<file path="src/rtl/reg_bus_arbiter.sv">
// rtl/reg_bus_arbiter.sv - two-master round-robin arbiter for the safety register file
// One access in flight, fixed read latency, and refused writes into the locked limit window.
module reg_bus_arbiter #(
    parameter int                ADDR_W  = 8,
    parameter int                DATA_W  = 8,
    parameter int                RD_LAT  = 1,
    parameter logic [ADDR_W-1:0] LOCK_LO = '0,
    parameter logic [ADDR_W-1:0] LOCK_HI = ADDR_W'(8'h19)
) (
    input  logic              clk,
    input  logic              rst,
    input  logic              a_req,
    input  logic              a_we,
    input  logic [ADDR_W-1:0] a_addr,
    input  logic [DATA_W-1:0] a_wdata,
    output logic              a_ack,
    output logic              a_err,
    output logic [DATA_W-1:0] a_rdata,
    input  logic              b_req,
    input  logic              b_we,
    input  logic [ADDR_W-1:0] b_addr,
    input  logic [DATA_W-1:0] b_wdata,
    output logic              b_ack,
    output logic              b_err,
    output logic [DATA_W-1:0] b_rdata,
    input  logic              lock,
    output logic              bus_en,
    output logic              bus_we,
    output logic [ADDR_W-1:0] bus_addr,
    output logic [DATA_W-1:0] bus_wdata,
    input  logic [DATA_W-1:0] bus_rdata,
    output logic              busy,
    output logic              last_gnt,
    output logic [7:0]        reject_cnt
);

    typedef enum logic [1:0] {IDLE, ISSUE, WAIT, RESP} state_t;

    localparam logic [1:0] WAIT_LAST = (RD_LAT > 0) ? 2'(RD_LAT - 1) : 2'd0;

    state_t            state;
    logic [1:0]        wait_cnt;
    logic              cap_we;
    logic [ADDR_W-1:0] cap_addr;
    logic [DATA_W-1:0] cap_wdata;
    logic              pick_b;
    logic              in_window;
    logic              refuse_now;
    logic              finish;

    // last_gnt doubles as the current grant once an access has been captured
    assign pick_b     = b_req && (!a_req || !last_gnt);
    // extra MSB keeps the lower-bound compare well-formed when LOCK_LO is zero
    assign in_window  = ({1'b1, cap_addr} >= {1'b1, LOCK_LO}) && (cap_addr <= LOCK_HI);
    assign refuse_now = (state == ISSUE) && cap_we && lock && in_window;
    assign finish     = ((state == ISSUE) && (refuse_now || RD_LAT == 0))
                     || ((state == WAIT) && (wait_cnt == WAIT_LAST));

    assign bus_en    = (state == ISSUE) && !refuse_now;
    assign bus_we    = cap_we;
    assign bus_addr  = cap_addr;
    assign bus_wdata = cap_wdata;
    assign busy      = (state != IDLE);

    always_ff @(posedge clk or negedge rst) begin
        if (!rst) begin
            state      <= IDLE;
            wait_cnt   <= '0;
            cap_we     <= 1'b0;
            cap_addr   <= '0;
            cap_wdata  <= '0;
            last_gnt   <= 1'b1;
            a_ack      <= 1'b0;
            a_err      <= 1'b0;
            a_rdata    <= '0;
            b_ack      <= 1'b0;
            b_err      <= 1'b0;
            b_rdata    <= '0;
            reject_cnt <= '0;
        end else begin
            a_ack <= 1'b0;
            b_ack <= 1'b0;
            a_err <= 1'b0;
            b_err <= 1'b0;
            case (state)
                IDLE: begin
                    if (a_req || b_req) begin
                        last_gnt  <= pick_b;
                        cap_we    <= pick_b ? b_we    : a_we;
                        cap_addr  <= pick_b ? b_addr  : a_addr;
                        cap_wdata <= pick_b ? b_wdata : a_wdata;
                        state     <= ISSUE;
                    end
                end
                ISSUE: begin
                    wait_cnt <= '0;
                    state    <= finish ? RESP : WAIT;
                end
                WAIT: begin
                    wait_cnt <= wait_cnt + 2'd1;
                    if (finish) state <= RESP;
                end
                default: state <= IDLE;
            endcase

            // response registers load on the edge into RESP so they are valid there
            if (finish) begin
                if (last_gnt) begin
                    b_ack <= 1'b1;
                    b_err <= refuse_now;
                    if (!cap_we) b_rdata <= bus_rdata;
                end else begin
                    a_ack <= 1'b1;
                    a_err <= refuse_now;
                    if (!cap_we) a_rdata <= bus_rdata;
                end
                if (refuse_now && reject_cnt != 8'hFF) reject_cnt <= reject_cnt + 8'd1;
            end
        end
    end

endmodule

</file>
<file path="config.mk">
export PLATFORM = sky130hd
export DESIGN_NAME = reg_bus_arbiter
export DESIGN_NICKNAME = d
export VERILOG_FILES = /design/src/rtl/reg_bus_arbiter.sv
export SDC_FILE = /design/constraint.sdc
export NUM_CORES = 1
export LEC_CHECK = 0
export ABC_CLOCK_PERIOD_IN_PS = 1900
export CORE_UTILIZATION = 42
export DETAILED_ROUTE_END_ITERATION = 16
export PLACE_DENSITY = 0.77
export SYNTH_ARGS = -nofsm -noshare
export SYNTH_HDL_FRONTEND = slang
export SYNTH_SLANG_ARGS = --single-unit
</file>
<file path="constraint.sdc">
create_clock -name clk -period 1.9 [get_ports clk]
set_input_delay 0.19 -clock clk [delete_from_list [all_inputs] [get_ports clk]]
set_output_delay 0.19 -clock clk [all_outputs]
set_load 0.05 [all_outputs]
</file>
* After elaboration in Yosys (flattened, before gate mapping)
Cells that the tools add are included.
** Operators by class
- Add/subtract/negate cells :: 2
- Order comparisons :: 1
- Equality and inequality tests :: 5
- Mux-type cells :: 16
- Bitwise operators :: 2
- Reductions and logical operators :: 23
** Operators by type and width (number)
- 8-bit 2-to-1 mux :: 2
- 1-bit 2-to-1 mux :: 10
- 8-bit by 1-bit adder with 8-bit output (second input constant) :: 1
- 8-bit by 5-bit less-or-equal comparator with 1-bit output (second input constant) :: 1
- 1-bit logical AND :: 8
- 8-bit inequality test (second input constant) :: 1
- 2-bit one-hot mux with 3 select lines :: 1
- 2-bit AND reduction :: 3
- 3-bit AND reduction :: 2
- 2-bit zero test :: 2
- 2-bit 2-to-1 mux :: 2
- 2-bit inequality test (second input constant) :: 2
- 2-bit one-hot mux with 2 select lines :: 1
- 2-bit nonzero test :: 2
- 1-bit zero test :: 3
- 1-bit logical OR :: 3
- 2-bit by 1-bit adder with 2-bit output (second input constant) :: 1
- 2-bit by 1-bit == test with 1-bit output (second input constant) :: 1
- 2-bit == test (second input constant) :: 1
- 1-bit NOT :: 2
** Storage, ports and cells
- Register bits :: 50
- Input port bits :: 47
- Output and inout bits :: 48
- Word-level logic and storage cells :: 62

* Longest topological paths before layout
Gate-level depths: netlist of the first run.
- Depth after elaboration :: 8
- Depth in mapped cells :: 6
- Depth with buffers taken out :: 5

* Least setup slack after synthesis of the first run
Ideal clock, no wire load.
- Path kind :: register to register
- Start :: reg last_gnt
- End :: reg b_rdata[0]
- Library setup time :: 0.125 ns
- Arrival time :: 1.764 ns
- Data required time :: 1.775 ns
- Path slack :: 0.011 ns
- Stages on the path, launching flop included :: 5
- Buffers on the path :: 1
- Clock period less this slack :: 1.889 ns
- Path through :: dfstp_2 > buf_2 > inv_1 > nor3_2 > mux2_2
** Between the ends
- Word-level cells in the longest chain between the ends :: 1
** RTL lines
- start: declaration :: RTL line 33 : output logic last_gnt,
- start signal: assignment :: RTL line 88 : last_gnt <= pick_b;
- 3-bit AND reduction (no source line)
- end signal: assignment :: RTL line 111 : if (!cap_we) b_rdata <= bus_rdata;
- end: declaration :: RTL line 25 : output logic [DATA_W-1:0] b_rdata,
Every way passes these cells.
A chain may end at the register's enable or synchronous reset.

* Final worst setup path of the first run
- Start :: reg reject_cnt[4]
- End :: out reject_cnt[4]
** RTL lines
- start: declaration :: RTL line 34 : output logic [7:0] reject_cnt
- start signal: assignment :: RTL line 117 : if (refuse_now && reject_cnt != 8'hFF) reject_cnt <= reject_cnt + 8'd1;
No word-level cell between the ends.

==> results of run 1 <==
-- final cells by class --
type / count / area (um^2) / share of cell area (%)
sequential: 50 / 1250 / 36.4
clock inverter: 3 / 40.0 / 1.16
multi-input combinational: 121 / 921 / 26.7
timing repair buffer: 106 / 1050 / 30.4
tap: 70 / 87.6 / 2.54
inverter: 7 / 26.3 / 0.763
clock buffer: 5 / 68.8 / 2.00
-- cells by family (layout without fill, tap and decap cells) --
family,Yosys count,after routing,synth area share [%]
adder cells (fa/ha/maj),6,6,3.36
buffers and inverters,14,121,2.97
AO/OA/AOI/OAI,28,28,6.73
multiplexers,37,37,17.7
flip-flops,50,50,56.1
XOR/XNOR,6,6,2.35
AND/OR/NAND/NOR,44,44,10.8
-- worst reg2reg max path, delay by kind of cell, from the launching register on --
family / cells / cell delay, ns
buffers and inverters: 1 / 0.20
DFF: 1 / 0.41
muxes: 1 / 0.35
and+or+nand+nor: 3 / 0.68
-- flip-flops by register name, indices dropped and copies added (netlist names) --
name and cells:
bus_we 1, a_ack 1, b_rdata 8, a_err 1, b_err 1, b_ack 1, bus_addr 8, state 2
a_rdata 8, last_gnt 1, bus_wdata 8, wait_cnt 2, reject_cnt 8
-- how the worst max path moves through the flow --
stage / from / end
6_report: reject_cnt[4] / reject_cnt[4]
4_1_cts: bus_we / bus_we
2_1_floorplan: last_gnt / b_rdata[0]
3_3_place_gp: lock / reject_cnt[6]
5_1_grt: bus_addr[5] / reject_cnt[6]
3_5_place_dp: lock / reject_cnt[6]
-- metal layers --
metal	global-route usage [%]	vias to the layer above
li1	-	857
met1	21.8	820
met2	33.7	78
met3	8.17	2
met4	6.29	0
met5	0	-
-- Yosys cell counts, types with 2 or more instances --
master and count:
o21ai_0 15, nor3_2 2, clkbuf_1 3, ha_1 6, a21oi_1 4, xor2_1 6
buf_2 2, inv_1 7, nor3_1 2, mux2_2 19, mux2i_1 17, o21ai_1 5
nor4_2 2, nand2_1 20, nor2_1 6, dfrtp_1 49, nand3_1 5
-- metrics by stage --
| stage | power (uW) | cells | hold WS (ns) | area [um^2] | setup WS [ns] |
|---|---|---|---|---|---|
| floorplan | 4080 | 185 | -0.106 | 2230 | 0.0109 |
| global placement | 5240 | 353 | 0.222 | 3320 | 0.0244 |
| detailed placement | 5320 | 353 | 0.230 | 3320 | 0.00205 |
| CTS | 6060 | 362 | 0.426 | 3440 | 0.0527 |
| global route | 6350 | 362 | 0.450 | 3440 | 0.0270 |
| finish | 5990 | 362 | 0.409 | 3440 | 0.124 |
-- power by group through the flow --
stage	Clock (uW)	Combinational, uW	Sequential (uW)
2_1_floorplan	0	927	3150
3_3_place_gp	0	3440	1800
3_5_place_dp	0	3490	1830
4_1_cts	751	3500	1810
5_1_grt	792	3690	1860
6_report	728	3460	1800
-- what timing repair did --
action	in CTS	in global routing
hold buffers	1	0
gates resized for setup	0	1
endpoints found under the setup margin	0	1
endpoints found under the hold margin	23	0
==> impl_metrics.tcl, run 1 <==
set metrics [dict create \
    drt_wl_total_mm 4.78 \
    synth_top_area_cell "dfrtp_1" \
    slew_viol_final 0 \
    vias 1757 \
    routedWlPerCell_um 13.2 \
    hold_path.class "in2async" \
    synth_top_area_share_pct 54.9 \
    final_layout_size_suffix_gt1_share_pct 17.5 \
    synthArstFlopShare_pct 100 \
    critPathLaunchType "flop" \
    core.rowCount 26 \
    end_kind "primary output" \
    wl_met3_um 478 \
    synth_nets 238 \
    cp_slowest_cell "clkdlybuf4s50_1" \
    critPathKind "reg2out" \
    fp.dieArea_mm2 0.00561 \
    fin_crit_sh_pct 93.5 \
    syn_area_mm2 0.00223 \
    ff2ff_setup_slack_ns 0.15 \
    fp.dieH_um 74.9 \
    gp_congestion 0.867 \
    grt_pass1_wl_mm 8.09 \
    fill_cells 412 \
    h-tree-depth 2 \
    seqPwrFrac_pct 30.1 \
    pwr-share-comb_pct 57.8 \
    drv_cap 0 \
    path_buf_inv 1 \
    chipWidth_um 74.9 \
    hold_viol_final 0 \
    fin_nets 344 \
    drt-met1-wl_mm 1.89 \
    syn_area_per_cell_um2 12.1 \
    synth-edff-count 0 \
    clockBufferDepth 2 \
    p_clk_share_pct 12.1 \
    cp_top_family "buffers and inverters" \
    numCtsBuffers 5 \
    p_int_uw 3160 \
    path_depth 1 \
    route.met2.wl_mm 2.38 \
    dp_hpwl_mm 3.78 \
    post_cts_buffers 0 \
    crit_path_cell_trace "clkdlybuf4s50_1" \
    mostFrequentLayoutCell "clkdlybuf4s50_1" \
    area_growth_pct 54.3 \
    cts_tree "built" \
    mostFrequentLayoutCells "clkdlybuf4s50_1 (89), dfrtp_1 (49), nand2_1 (20)" \
    io_pins 95 \
    fmax_ghz 0.563 \
    status "finished clean" \
    clk_pin_slew_ns 0.09 \
    routed.top_layer "met4" \
    setup_viol 0 \
    p_sw_share_pct 47.2 \
    vias_per_cell 4.85 \
    grt_pass1_vias 1787 \
    synthTopCellsByArea "dfrtp_1 (55%), mux2_2 (9.6%), mux2i_1 (7.6%), ha_1 (3.4%), nand2_1 (3.4%)" \
    first_pass_iters 4 \
    synth_cells 185 \
    cts-root-buf "clkbuf_8" \
    switchingPower_uw 2830 \
    fin_skew_ns 0.00718 \
    yosysUniqueCellTypes 32 \
    power_density_mw_per_mm2 1740 \
    period_needed_ns 1.78 \
    antenna_found_initial 0 \
    coreArea_mm2 0.00511 \
    grt_start_max_net_pins 27 \
    ys_warn_count 0 \
    synth_seq_cells 50 \
    timing.setup.tns_ns 0 \
    grt_setup_unrepaired "no" \
    port-buffer-count 94 \
    worst_pin_slew_ns 0.578 \
    antenna_left 0 \
    leakagePower_uw 0.00153 \
    reg2reg_depth 5 \
    cp_data_required_time_ns 1.71 \
    grt.overflow.total 0 \
    insertedDiodeCount 0 \
    drc 0 \
    timing.rr.start "bus_addr[5]" \
    post-route-util_pct 67.4 \
    ys_seq_area_share_pct 56.1 \
    crit_arrival_ns 1.59 \
    grt_usage_pct 19.5 \
    slew_headroom_pct 61.5 \
    synthFlopType "dfrtp_1" \
    start_util_pct 43.7 \
    cp_max_fo 5 \
    r2r-end "reject_cnt[6]" \
    slowest_delay_ns 0.85 \
    vdd_ir_drop_max_uv 1020 \
    clk-insertion-delay-late_ns 0.30 \
    cts_sinks 50 \
    drtIter0Drc 62 \
]
No activity file was read; power rests on OpenSTA's default activity.
==> run 2, diff against run 1 <==
- CORE_MARGIN: default -> 8
- CTS_BUF_LIST: default -> sky130_fd_sc_hd__clkbuf_16
==> impl_metrics.tcl, run 2 (synthesis gave the netlist of run 1 again) <==
set metrics [dict create \
    busiest_layer "met2" \
    end_kind "primary output" \
    final_layout_size_suffix_gt1_share_pct 17.7 \
    area_growth_pct 56.6 \
    cts_tree "built" \
    fin_skew_ns 0.00609 \
    routedWlPerCell_um 14.7 \
    grt_use_met3_pct 7.44 \
    drv_cap 0 \
    status "finished clean" \
    chipWidth_um 88.9 \
    period_needed_ns 1.77 \
    gp_congestion 0.776 \
    crit_arrival_ns 1.58 \
    place_ws_ns -0.0131 \
    worst_pin_slew_ns 0.533 \
    fp.dieH_um 88.9 \
    cts_sinks 50 \
    drc 0 \
    clockBufferDepth 2 \
    slew_viol_final 0 \
    start_util_pct 43.7 \
    post-route-util_pct 68.4 \
    met2_usage_pct 21.5 \
    power_density_mw_per_mm2 1790 \
    vdd_ir_drop_max_uv 860 \
    cts_resized 0 \
    fmax_ghz 0.564 \
    antenna_left 0 \
    clk_pin_slew_ns 0.06 \
    leakagePower_uw 0.00155 \
    insertedDiodeCount 0 \
    port-buffer-count 94 \
    setup_viol 0 \
    seq_area_mm2 0.00125 \
    dp_hpwl_mm 4.30 \
    mostFrequentLayoutCells "clkdlybuf4s50_1 (89), dfrtp_1 (49), nand2_1 (20)" \
    setup_ws_ns 0.128 \
    drtIter0Drc 29 \
    critPathLaunchType "flop" \
    cp_data_required_time_ns 1.71 \
    slew_headroom_pct 64.4 \
    met1_usage_pct 17.7 \
    numCtsBuffers 5 \
    hold_viol_final 0 \
    grt.overflow.total 0 \
    cts-root-buf "clkbuf_16" \
    mostFrequentLayoutCell "clkdlybuf4s50_1" \
    grt_pass1_vias 1794 \
    antenna_found_initial 0 \
    critPathKind "reg2out" \
    fin_nets 346 \
    core.rowCount 26 \
    h-tree-depth 2 \
    drt_wl_total_mm 5.34 \
    fill_cells 411 \
    grt_start_max_net_pins 35 \
    grt_setup_unrepaired "no" \
    vias_per_cell 4.78 \
    first_pass_iters 4 \
    grt_pass1_wl_mm 8.85 \
    hold_path.class "in2async" \
    fp.dieArea_mm2 0.00790 \
    clk-insertion-delay-late_ns 0.28 \
    cp_max_fo 7 \
    coreArea_mm2 0.00511 \
    vias 1739 \
    multiInputGateArea_um2 921 \
    io_pins 95 \
    fin_crit_sh_pct 93.2 \
    grt_usage_pct 14.4 \
]
-- run 2: changes by cell type in the layout (fill, tap and decap cells not counted) --
cell	delta
buf_12	-1
buf_4	+4
clkbuf_16	+5
clkbuf_8	-5
clkinv_2	-2
dlymetal6s2s_1	-1
inv_1	+2
-- run 2: layout make-up --
type                    count  share of cell area, %
clock buffers               5                   3.58
well taps                  70                   2.51
clock inverters             3                   1.07
multi-input cells         121                   26.3
flip-flops and latches     50                   35.8
repair buffers            108                   29.9
inverters                   7                  0.752
-- run 2: through the flow --
stage / hold slack, ns / cell area (um^2) / total power [uW] / setup TNS [ns] / std cells
floorplan: -0.106 / 2230 / 4080 / 0 / 185
global placement: 0.0790 / 3320 / 5270 / 0 / 354
detailed placement: 0.0824 / 3320 / 5330 / -0.0131 / 354
CTS: 0.316 / 3490 / 6310 / 0 / 363
global route: 0.340 / 3500 / 6600 / 0 / 364
finish: 0.311 / 3500 / 6250 / 0 / 364
-- run 2: power breakdown --
group / total (uW) / leakage, uW / switching, uW / internal [uW]
registers: 1800 / 0.000625 / 287 / 1510
clock network: 966 / 0.0000864 / 355 / 611
logic: 3490 / 0.000837 / 2220 / 1260
-- run 2: path summary, 6_finish.rpt --
kind / endpoint / from / cells past startpoint / slack [ns]
setup / recovery: bus_en / bus_addr[7] / 4 / 0.13
hold / removal: bus_addr[6] / rst / 2 / 0.31
setup reg to reg: reject_cnt[4] / bus_addr[7] / 5 / 0.18
hold reg to reg: bus_wdata[5] / bus_wdata[5] / 2 / 0.48
max in group asynchronous: last_gnt / rst / 3 / 0.97
min in group clk: bus_wdata[5] / bus_wdata[5] / 2 / 0.48
-- run 2: timing repair --
action                                  in CTS  in global routing
hold endpoints to repair                    10                  0
setup buffers                                0                  1
endpoints found under the setup margin       0                  3
hold buffers                                 1                  0
-- run 2: worst max-delay path: stages (launching register included) --
cell	delay, ns
dfrtp_1	0.40
nor4b_2	0.30
nand4_2	0.21
and2_1	0.20
buf_4	0.19
-- run 2: metal layers --
layer | vias up | part of all wire, %
met5 | - | 0
met4 | 0 | 0.99
met3 | 7 | 13
met2 | 77 | 43
met1 | 792 | 43
li1 | 863 | -
